--- src/rtl/rr_arbiter8.sv ---
// Eight-way round-robin arbiter with a registered one-hot grant, an owner index,
// a per-owner hold limit and a single dead cycle between consecutive owners.
module rr_arbiter8 #(
  parameter int MAX_HOLD = 16
) (
  input  logic       i_clk,
  input  logic       i_rst_n,
  input  logic [7:0] i_req,
  output logic [7:0] o_gnt,
  output logic [2:0] o_gnt_id,
  output logic       o_gnt_vld,
  output logic       o_preempt
);

  typedef enum logic [1:0] {S_IDLE, S_GRANT, S_REL} state_t;

  localparam logic [7:0] HOLD_LAST = 8'(MAX_HOLD - 1);

  state_t     r_state;
  logic [7:0] r_gnt;
  logic [2:0] r_gnt_id;
  logic       r_gnt_vld;
  logic       r_preempt;
  logic [2:0] r_ptr;
  logic [7:0] r_hold_cnt;

  logic [7:0] w_rot;
  logic [2:0] w_enc;
  logic [2:0] w_win;
  logic       w_any;
  logic       w_owner_req;

  // Lowest set bit wins; an all-zero input encodes to 0 and is qualified by w_any.
  function automatic logic [2:0] pri_enc8(input logic [7:0] v);
    pri_enc8 = 3'd0;
    for (int i = 7; i >= 0; i--)
      if (v[i]) pri_enc8 = 3'(i);
  endfunction

  always_comb begin
    w_rot = '0;
    for (int i = 0; i < 8; i++)
      w_rot[i] = i_req[3'(i) + r_ptr];
  end

  assign w_enc       = pri_enc8(w_rot);
  assign w_win       = w_enc + r_ptr;
  assign w_any       = |i_req;
  assign w_owner_req = i_req[r_gnt_id];

  always_ff @(posedge i_clk or negedge i_rst_n) begin
    if (!i_rst_n) begin
      r_state    <= S_IDLE;
      r_gnt      <= '0;
      r_gnt_id   <= '0;
      r_gnt_vld  <= 1'b0;
      r_preempt  <= 1'b0;
      r_ptr      <= '0;
      r_hold_cnt <= '0;
    end else begin
      case (r_state)
        S_IDLE, S_REL: begin
          r_preempt <= 1'b0;
          if (w_any) begin
            r_state    <= S_GRANT;
            r_gnt      <= 8'd1 << w_win;
            r_gnt_id   <= w_win;
            r_gnt_vld  <= 1'b1;
            r_ptr      <= w_win + 3'd1;
            r_hold_cnt <= '0;
          end else begin
            r_state   <= S_IDLE;
            r_gnt     <= '0;
            r_gnt_id  <= '0;
            r_gnt_vld <= 1'b0;
          end
        end
        S_GRANT: begin
          // A voluntary drop takes precedence over the hold limit.
          if (!w_owner_req || r_hold_cnt == HOLD_LAST) begin
            r_state    <= S_REL;
            r_gnt      <= '0;
            r_gnt_id   <= '0;
            r_gnt_vld  <= 1'b0;
            r_preempt  <= w_owner_req;
            r_hold_cnt <= '0;
          end else begin
            r_hold_cnt <= r_hold_cnt + 8'd1;
          end
        end
        default: begin
          r_state   <= S_IDLE;
          r_gnt     <= '0;
          r_gnt_id  <= '0;
          r_gnt_vld <= 1'b0;
          r_preempt <= 1'b0;
        end
      endcase
    end
  end

  assign o_gnt     = r_gnt;
  assign o_gnt_id  = r_gnt_id;
  assign o_gnt_vld = r_gnt_vld;
  assign o_preempt = r_preempt;

  a_onehot: assert property (@(posedge i_clk) disable iff (!i_rst_n) $onehot0(r_gnt));
  a_vld:    assert property (@(posedge i_clk) disable iff (!i_rst_n) r_gnt_vld == (|r_gnt));
  a_hold:   assert property (@(posedge i_clk) disable iff (!i_rst_n) r_hold_cnt <= HOLD_LAST);

endmodule

--- config.mk ---
export PLATFORM = sky130hd
export DESIGN_NAME = rr_arbiter8
export DESIGN_NICKNAME = d
export VERILOG_FILES = /design/src/rtl/rr_arbiter8.sv
export SDC_FILE = /design/constraint.sdc
export NUM_CORES = 1
export LEC_CHECK = 0
export BUFFER_PORTS_ARGS = -buffer_cell sky130_fd_sc_hd__buf_2
export CAP_MARGIN = 0
export CORE_MARGIN = 10
export CORE_UTILIZATION = 50
export CTS_CLUSTER_DIAMETER = 100
export DETAILED_ROUTE_END_ITERATION = 6
export PLACE_DENSITY = 0.7
export SLEW_MARGIN = 40
export SYNTH_ARGS = -nofsm -noshare
export SYNTH_HDL_FRONTEND = slang
export SYNTH_SLANG_ARGS = --single-unit
--- constraint.sdc ---
create_clock -name i_clk -period 9.63 [get_ports i_clk]
set_input_delay 0.4815 -clock i_clk [delete_from_list [all_inputs] [get_ports i_clk]]
set_output_delay 0.4815 -clock i_clk [all_outputs]
set_load 0.03 [all_outputs]
**Word-level counts from Yosys, hierarchy flattened**

Index checks and enable logic that the tools add are counted.
W data, S select, Z words.

- Output and inout port bits: 13
- Bits in registers: 26
- Memory bits (read-only): 0
- RAM bits: 0
- Word-level logic and storage cells: 83
- Input port bits: 10
- Bits in latches: 0
- Memories: 0

- Mux-type cells: 43
- Equality and inequality tests: 5
- Order comparisons: 9
- $mul: 0
- $add $sub $neg: 10
- Shift operators: 1
- Bitwise gates (word level): 0
- Divide/modulo/power cells: 0
- Reductions and logical operators: 8

Operator list:

| cell | count |
|---|---|
| $lt A3 B4 Y1 const B | 9 |
| $mux W8 | 4 |
| $pmux W8 S2 | 2 |
| $mux W3 | 10 |
| $bmux W1 S3 | 9 |
| $mux W1 | 14 |
| $add A3 B3 Y3 const A | 4 |
| $add A8 B1 Y8 const B | 1 |
| $eq A8 B4 Y1 const B | 1 |
| $reduce_or A8 Y1 | 1 |
| $shl A1 B3 Y8 const A | 1 |
| $add A2 B3 Y3 const A | 2 |
| $pmux W3 S2 | 1 |
| $ne A2 B2 Y1 const B | 2 |
| $pmux W2 S2 | 1 |
| $reduce_and A2 Y1 | 2 |
| $add A1 B3 Y3 const A | 1 |
| $add A3 B1 Y3 const B | 1 |
| $add A3 B3 Y3 | 1 |
| $eq A2 B1 Y1 const B | 1 |
| $eq A2 B2 Y1 const B | 1 |
| $logic_not A2 Y1 | 1 |
| $mux W2 | 1 |
| $pmux W1 S2 | 1 |
| other kinds (4) | 4 |

**Longest topological paths before layout**

Gate-level depths: netlist (run 1).

- Depth after elaboration: 15
- Gate-level depth with buffers: 18
- Mapped depth without buffers: 16

**Least setup slack after synthesis (run 1)**

No wires, ideal clock.

- Kind: register -> register
- Start point: register r_ptr[0]
- End point: register r_ptr[2]
- Period minus slack after synthesis: 3.984 ns
- Setup time: 0.133 ns
- Setup slack: 5.646 ns
- Buffers on the path: 2
- Data required time: 9.497 ns
- Cell stages (with the launch flop): 17
- Arrival time: 3.852 ns
- Path through: dfrtp_1 buf_6 clkinv_1 ha_1 buf_4 mux4_2 mux2_4 or2_4 a22oi_1 o22ai_1 fa_1 xnor2_1 nor3_2 or2_1 ha_1 nand2_1 o21ai_0

- Cells in the longest elaborated chain, start to end: 13
- Elaborated cells between the ends (all ways): 33
- Classes of those cells: add/sub (9); mux (24)

Ends and longest elaborated chain:

| element | line | text |
|---|---|---|
| from (decl) | 24 | `logic [2:0] r_ptr;` |
| from (signal assigned) | 69 | `r_ptr <= w_win + 3'd1;` |
| $add A3 B3 Y3 | 43 | `w_rot[i] = i_req[3'(i) + r_ptr];` |
| $bmux W1 S3 | 43 |  |
| $mux W1 (not written as such) | 43 |  |
| $mux W3 (8 in series) | 37 | `if (v[i]) pri_enc8 = 3'(i);` |
| $add A3 B3 Y3 (*) | 47 | `assign w_win = w_enc + r_ptr;` |
| $add A3 B1 Y3 (*) | 69 |  |

Mark *: on every way between the ends. The rest lies on a longest branch, timed or not. The select of a mux whose other input is x is not followed.
A chain may end at the register's enable or synchronous reset.

**Worst setup path after layout (run 1)**

Ends and elaborated chain as after synthesis.

==> results_dict.tcl, run 1 <==
set metrics [dict create \
    status "finished, final reports clean" \
    dieArea_sq_um 6740 \
    numClockSinks 25 \
    cap_viol_max_count 0 \
    wire_per_inst_um 18.0 \
    portBuffers 22 \
    critical_path.endpoint_type "flop" \
    cpPeakStageDelay_ns 0.65 \
    crit_type "reg2reg" \
    yosysWarnings 0 \
    hold_class "in2async" \
    path_max_fanout 11 \
    syn_area_per_cell_sq_um 11.1 \
    cp_num_buf_inv 1 \
    hpwl_mm 3.35 \
    fin_crit_ns 4.68 \
    antenna_left 0 \
    grt_usage_pct 13.4 \
    timing.final.crit_share_pct 48.6 \
    grt_max_degree 26 \
    worstMarginPinSlew_ns 0.617 \
    grt_pass1_wl_mm 7.27 \
    synth-main-ff-cell "dfrtp_1" \
    final_cell_mix "dfrtp_1, buf_2, nand2_1" \
    ys_seq_elements 25 \
    dieWidth_um 82.1 \
    cpMostUsedCell "ha_1" \
    cts_max_path_buffers 2 \
    drv_slew 0 \
    die_h_um 82.1 \
    synth.area.top_cells "dfrtp_1, mux4_2, ha_1" \
    wl_mm 4.37 \
    async_flop_share_pct 100 \
    drc 0 \
    yosysSeqAreaShare_pct 32.4 \
    fin_setup_tns_ns 0 \
    area_growth_pct 8.57 \
    cts-root-buf "clkbuf_8" \
    rows 22 \
    coreArea_sq_um 3690 \
    drtPass1Iterations 4 \
    fmaxAchievable_ghz 0.214 \
    arrival_ns 4.81 \
    synth_top_area_share_pct 32.4 \
    setup_viol 0 \
    path_clk_slew_ns 0.09 \
    worst_ep_required_time_ns 9.75 \
    io_pins 23 \
    postCtsSetupBuffers 0 \
    final_hold_viol_count 0 \
    antenna_found_initial 0 \
    place_congestion 0.852 \
    vias 1476 \
    rsz0062_at_grt "false" \
    cts-buffers-inserted 3 \
    synth_edf_count 0 \
    fin_skew_ns 0.00928 \
    drt-initial-drc-count 63 \
    antenna_cells 0 \
    drive_gt1_share_pct 23.6 \
    synthCells 174 \
    cts_tree "built" \
    maxSlewHeadroom_pct 58.8 \
    synth_cell_types 52 \
    cpLargestDelayFamily "adder cells" \
    htree_levels 1 \
    vias_per_cell 6.07 \
    initial_core_util_pct 52.3 \
    worstPathCellList "clkinv_1, ha_1, mux4_2, mux2_4, or2_4, a22oi_1, o22ai_1, fa_1, xnor2_1, nor3_2, or2_1, ha_1, nand2_1, o21ai_0" \
    mostFrequentLayoutCell "dfrtp_1" \
    hold_buffers 0 \
    syn-cell-area_sq_um 1930 \
    grt_pass1_vias 1490 \
    start_kind "flop" \
    overflow 0 \
    slowest_stage "dfrtp_1" \
    fill_cells 312 \
    clock_latency_ns 0.27 \
    nNetsFinal 216 \
    cts_resized 0 \
    synth_fp_nets 194 \
    yosys.area.top_type "dfrtp_1" \
]
[stage by stage]
step,cells,setup WS [ns],instance area [sq um],hold WS [ns],util (%)
floorplan,174,5.65,1930,0.186,-
global placement,239,5.18,2040,0.461,55.4
detailed placement,239,4.99,2050,0.469,55.5
CTS,243,4.95,2090,0.202,56.8
global route,243,4.73,2090,0.221,56.8
finish,243,4.95,2090,0.182,56.8
[worst paths after layout]
check / end / start / slack (ns) / cells after the start
max: r_ptr[2] / r_ptr[0] / 4.95 / 14
min: r_hold_cnt[1] / i_rst_n / 0.18 / 1
max reg2reg: r_ptr[2] / r_ptr[0] / 4.95 / 14
min reg2reg: o_gnt[1] / o_gnt[1] / 0.49 / 2
max in group asynchronous: o_gnt[3] / i_rst_n / 9.07 / 1
min in group i_clk: o_gnt[1] / o_gnt[1] / 0.49 / 2
[worst register-to-register path, stage by stage, from the launching register on]
cell and delay (ns):
dfrtp_1 0.65, clkinv_1 0.34, ha_1 0.56, mux4_2 0.56
mux2_4 0.28, or2_4 0.29, a22oi_1 0.17, o22ai_1 0.13
fa_1 0.46, xnor2_1 0.28, nor3_2 0.13, or2_1 0.25
ha_1 0.29, nand2_1 0.06, o21ai_0 0.09
[cells in the mapped netlist (3+ instances only)]
master / count
dfrtp_1: 25
a32o_1: 4
a22o_1: 4
o31ai_1: 5
a21oi_1: 4
nand2_1: 15
inv_1: 6
mux4_2: 7
ha_1: 9
nor2b_1: 3
and2_1: 4
xnor2_1: 3
nor2_1: 15
mux2i_1: 10
mux4_1: 4
o21ai_0: 3
xor2_1: 8
[state kept, by name, indices dropped and copies added (netlist names)]
signal / cells
o_preempt: 1
r_hold_cnt: 8
r_ptr: 3
o_gnt_vld: 1
o_gnt_id: 3
r_state: 1
o_gnt: 8
[final cells by class]
class                           instances  area [sq um]  area share [%]
Clock buffer                            3          41.3            1.97
Clock inverter                          1          5.00           0.239
Inverter                                7          26.3            1.26
Multi-Input combinational cell        136          1220            58.2
Sequential cell                        25           626            29.9
Tap cell                               48          60.1            2.87
Timing Repair Buffer                   23           118            5.62
[kinds of logic (layout without fill, tap and decap cells)]
logic type,count (synthesis),in the layout,share of synthesized area (%)
AND/OR/NAND/NOR,57,57,15.4
AO/OA/AOI/OAI,35,35,15.4
flip-flops,25,25,32.4
multiplexers,23,23,20.4
buffers and inverters,13,34,4.54
XOR/XNOR,11,11,5.00
adder cells (fa/ha/maj),10,10,6.88
[metal layers]
layer | wire length [um] | vias up | global-route usage [%]
li1 | - | 693 | -
met1 | 1810 | 734 | 16.1
met2 | 2320 | 43 | 24.1
met3 | 181 | 6 | 2.92
met4 | 49 | 0 | 2.89
met5 | 0 | - | 0
Power of run 1 is left out: the tool's default activity adds up to more than one toggle a clock period on the data nets, which glitch-free logic cannot reach.
==> run 2, diff against run 1 <==
- clock period: 9.63 -> 4.44 ns (I/O delays scaled with it)
==> results_dict.tcl, run 2 (synthesis gave the netlist of run 1 again) <==
set metrics [dict create \
    final_hold_viol_count 0 \
    antenna_cells 0 \
    seqCellArea_sq_um 626 \
    grt_pass1_vias 1508 \
    arrival_ns 4.17 \
    fill_cells 334 \
    drt-initial-drc-count 77 \
    io_pins 23 \
    antenna_left 0 \
    fin_crit_ns 4.05 \
    grt_pass1_wl_mm 7.38 \
    mostFrequentLayoutCell "dfrtp_1" \
    drive_gt1_share_pct 24.6 \
    drtPass1Iterations 4 \
    cts_max_path_buffers 2 \
    fin_skew_ns 0.00600 \
    dieArea_sq_um 6740 \
    utilization_pct 57.6 \
    cts_tree "built" \
    hpwl_mm 3.45 \
    nNetsFinal 220 \
    cts-buffers-inserted 3 \
    timing.final.crit_share_pct 91.2 \
    status "finished, final reports clean" \
    grt_max_degree 26 \
    htree_levels 1 \
    crit_type "reg2reg" \
    numClockSinks 25 \
    vias_per_cell 6.02 \
    dieWidth_um 82.1 \
    drv_slew 0 \
    antenna_found_initial 0 \
    multiInputGateArea_sq_um 1220 \
    die_h_um 82.1 \
    path_clk_slew_ns 0.09 \
    vias 1488 \
    cts-root-buf "clkbuf_8" \
    drc 0 \
    coreArea_sq_um 3690 \
    critical_path.endpoint_type "flop" \
    fmaxAchievable_ghz 0.247 \
    worst_ep_required_time_ns 4.56 \
    maxSlewHeadroom_pct 55.6 \
    grt_usage_pct 13.7 \
    area_growth_pct 10.3 \
    clock_latency_ns 0.27 \
    portBuffers 22 \
    rows 22 \
    start_kind "flop" \
    place_congestion 0.883 \
    wire_per_inst_um 17.7 \
    hold_class "in2async" \
    cap_viol_max_count 0 \
    rsz0062_at_grt "false" \
    final_cell_mix "dfrtp_1, buf_2, nand2_1" \
    setup_viol 0 \
    path_max_fanout 5 \
    wl_mm 4.36 \
    overflow 0 \
    initial_core_util_pct 52.3 \
    fin_setup_tns_ns 0 \
    worstMarginPinSlew_ns 0.665 \
]
[run 2: cell count changes in the layout (fill, tap and decap cells not counted), sizes merged]
cell,change
buf,+3
dlygate4sd3,+1
[run 2: path summary, 6_finish.rpt]
kind,from,slack (ns),endpoint,cells past startpoint
worst max register to register,r_ptr[0],0.39,r_ptr[2],17
min in group i_clk,o_gnt[3],0.49,o_gnt[3],2
worst min register to register,o_gnt[3],0.49,o_gnt[3],2
worst min-delay path,i_rst_n,0.46,r_hold_cnt[2],2
max in group asynchronous,i_rst_n,3.61,o_gnt[3],2
worst max-delay path,r_ptr[0],0.39,r_ptr[2],17
[run 2: area by class of cell]
type / count / share of cell area [%]
Multi-Input combinational cell: 136 / 57.3
Sequential cell: 25 / 29.4
Timing Repair Buffer: 27 / 7.06
Tap cell: 48 / 2.83
Clock buffer: 3 / 1.94
Inverter: 7 / 1.24
Clock inverter: 1 / 0.235
[run 2: repair_timing]
action | CTS | global route
hold buffers | 1 | 0
buffers inserted | 0 | 0
gates resized for setup | 0 | 0
endpoints found under the setup margin | 0 | 0
hold endpoints to repair | 25 | 0
[run 2: critical path, stage by stage, from the launching register on]
cell      delay, ns
dfrtp_1        0.36
clkinv_1       0.20
ha_1           0.39
buf_4          0.16
mux2i_1        0.30
mux2i_1        0.17
mux2i_1        0.25
a21oi_1        0.10
o21bai_1       0.16
a22oi_1        0.10
ha_1           0.21
fa_1           0.42
xor2_1         0.34
a21oi_4        0.08
or2_1          0.23
ha_1           0.29
nand2_1        0.06
o21ai_0        0.08
[run 2: routing by layer]
| metal | part of all wire (%) | GRT usage, % | vias up |
|---|---|---|---|
| met2 | 53 | 23.7 | 27 |
| met5 | 0 | 0 | - |
| met3 | 4.0 | 4.21 | 6 |
| met1 | 42 | 16.7 | 754 |
| met4 | 1.1 | 2.21 | 0 |
| li1 | - | - | 701 |
[run 2: per-stage QoR]
step	hold WS (ns)	instance area [sq um]	setup WS, ns	instances
final	0.460	2130	0.389	247
after CTS	0.484	2130	0.392	247
after detailed placement	0.242	2070	0.424	242
after global routing	0.502	2130	0.0548	247
after floorplan	-0.0736	1930	0.456	174
after global placement	0.233	2070	0.563	242
Power of run 2 is left out for the same reason.
==> run 3, diff against run 2 <==
--- a/config.mk
+++ b/config.mk
@@ -9,3 +9,3 @@
 export CAP_MARGIN = 0
-export CORE_MARGIN = 10
+export CORE_MARGIN = 1
 export CORE_UTILIZATION = 50
==> constraint.sdc (replaced) <==
create_clock -name i_clk -period 4.44 [get_ports i_clk]
set_input_delay 0.666 -clock i_clk [delete_from_list [all_inputs] [get_ports i_clk]]
set_output_delay 0.666 -clock i_clk [all_outputs]
set_load 0.03 [all_outputs]
==> results_dict.tcl, run 3 (synthesis gave the netlist of run 1 again) <==
set metrics [dict create \
    mostFrequentLayoutCell "dfrtp_1" \
    grt_max_degree 26 \
    setup_viol 0 \
    vias 1471 \
    cts_max_path_buffers 2 \
    r2r_slack_ns 0.44 \
    vias_per_cell 5.98 \
    dieArea_sq_um 4110 \
    fill_cells 340 \
    drtPass1Iterations 4 \
    slowest_stage "mux4_1" \
    antenna_left 0 \
    cp_num_buf_inv 2 \
    cpLargestDelayFamily "adder cells" \
    area_growth_pct 9.86 \
    dieWidth_um 64.1 \
    maxSlewHeadroom_pct 59.9 \
    final_hold_viol_count 0 \
    grt_usage_pct 22.6 \
    hold_class "in2async" \
    cpMostUsedCell "ha_1" \
    critical_path.endpoint_type "flop" \
    overflow 0 \
    hold_buffers 0 \
    fin_setup_tns_ns 0 \
    clock_latency_ns 0.27 \
    drc 0 \
    status "finished, final reports clean" \
    postCtsSetupBuffers 0 \
    arrival_ns 4.13 \
    antenna_cells 0 \
    path_clk_slew_ns 0.09 \
    die_h_um 64.1 \
    wire_per_inst_um 16.8 \
    drive_gt1_share_pct 24.7 \
    fmaxAchievable_ghz 0.250 \
    cts-buffers-inserted 3 \
    path_max_fanout 5 \
    worstMarginPinSlew_ns 0.601 \
    numClockSinks 25 \
    drv_slew 0 \
    cpPeakStageDelay_ns 0.54 \
    coreArea_sq_um 3690 \
    rows 22 \
    cts_tree "built" \
    crit_type "reg2reg" \
    rsz0062_at_grt "false" \
    nNetsFinal 219 \
    fin_crit_ns 4.00 \
    worst_ep_required_time_ns 4.58 \
    cts_resized 0 \
    grt_pass1_wl_mm 7.15 \
    antenna_found_initial 0 \
    hpwl_mm 3.21 \
    worstPathCellList "clkinv_1, ha_1, buf_4, mux2i_1, mux4_1, and2b_1, a22oi_1, o22ai_1, fa_1, xor2_1, a21oi_4, or2_1, ha_1, nand2_1, o21ai_0" \
    cap_viol_max_count 0 \
    start_kind "flop" \
    grt_pass1_vias 1478 \
    place_congestion 0.876 \
    fin_skew_ns 0.00196 \
    initial_core_util_pct 52.3 \
    wl_mm 4.14 \
    timing.final.crit_share_pct 90.0 \
    cts-root-buf "clkbuf_8" \
    portBuffers 22 \
    htree_levels 1 \
    final_cell_mix "dfrtp_1, buf_2, nand2_1" \
    io_pins 23 \
    drt-initial-drc-count 33 \
]
run 3: cell types whose count changed in the layout (fill, tap and decap cells not counted):
cell,change
dlygate4sd3_1,-1
clkinvlp_4,+1
clkinv_2,-1
run 3: per-stage QoR:
step	hold WS, ns	instance area (sq um)	setup slack (ns)	util [%]	std cells
after detailed placement	0.471	2070	0.460	56.1	242
final	0.370	2120	0.444	57.4	246
after CTS	0.387	2120	0.439	57.4	246
after global placement	0.461	2070	0.563	56.0	242
after floorplan	0.370	1930	0.456	-	174
after global routing	0.412	2120	0.0651	57.4	246
run 3: per-layer routing:
metal	part of all wire [%]	GRT usage (%)
met5	0	0
met2	52	40.0
met4	1.3	5.00
met1	44	28.8
met3	2.8	3.93
run 3: final timing paths:
kind	startpoint	to	depth (start not counted)
min in group i_clk	o_gnt[2]	o_gnt[2]	2
max in group asynchronous	i_rst_n	r_ptr[0]	1
worst max-delay path	r_ptr[0]	r_ptr[2]	15
worst min register to register	o_gnt[2]	o_gnt[2]	2
worst min-delay path	i_rst_n	r_hold_cnt[1]	1
worst max register to register	r_ptr[0]	r_ptr[2]	15
run 3: final cells by class:
| cell class | count | area (sq um) | share of cell area, % |
|---|---|---|---|
| multi-input combinational | 136 | 1220 | 57.5 |
| sequential | 25 | 626 | 29.5 |
| timing repair buffer | 26 | 140 | 6.62 |
| tap | 48 | 60.1 | 2.84 |
| clock buffer | 3 | 41.3 | 1.95 |
| inverter | 7 | 26.3 | 1.24 |
| clock inverter | 1 | 7.51 | 0.354 |
Power of run 3 is left out for the same reason.
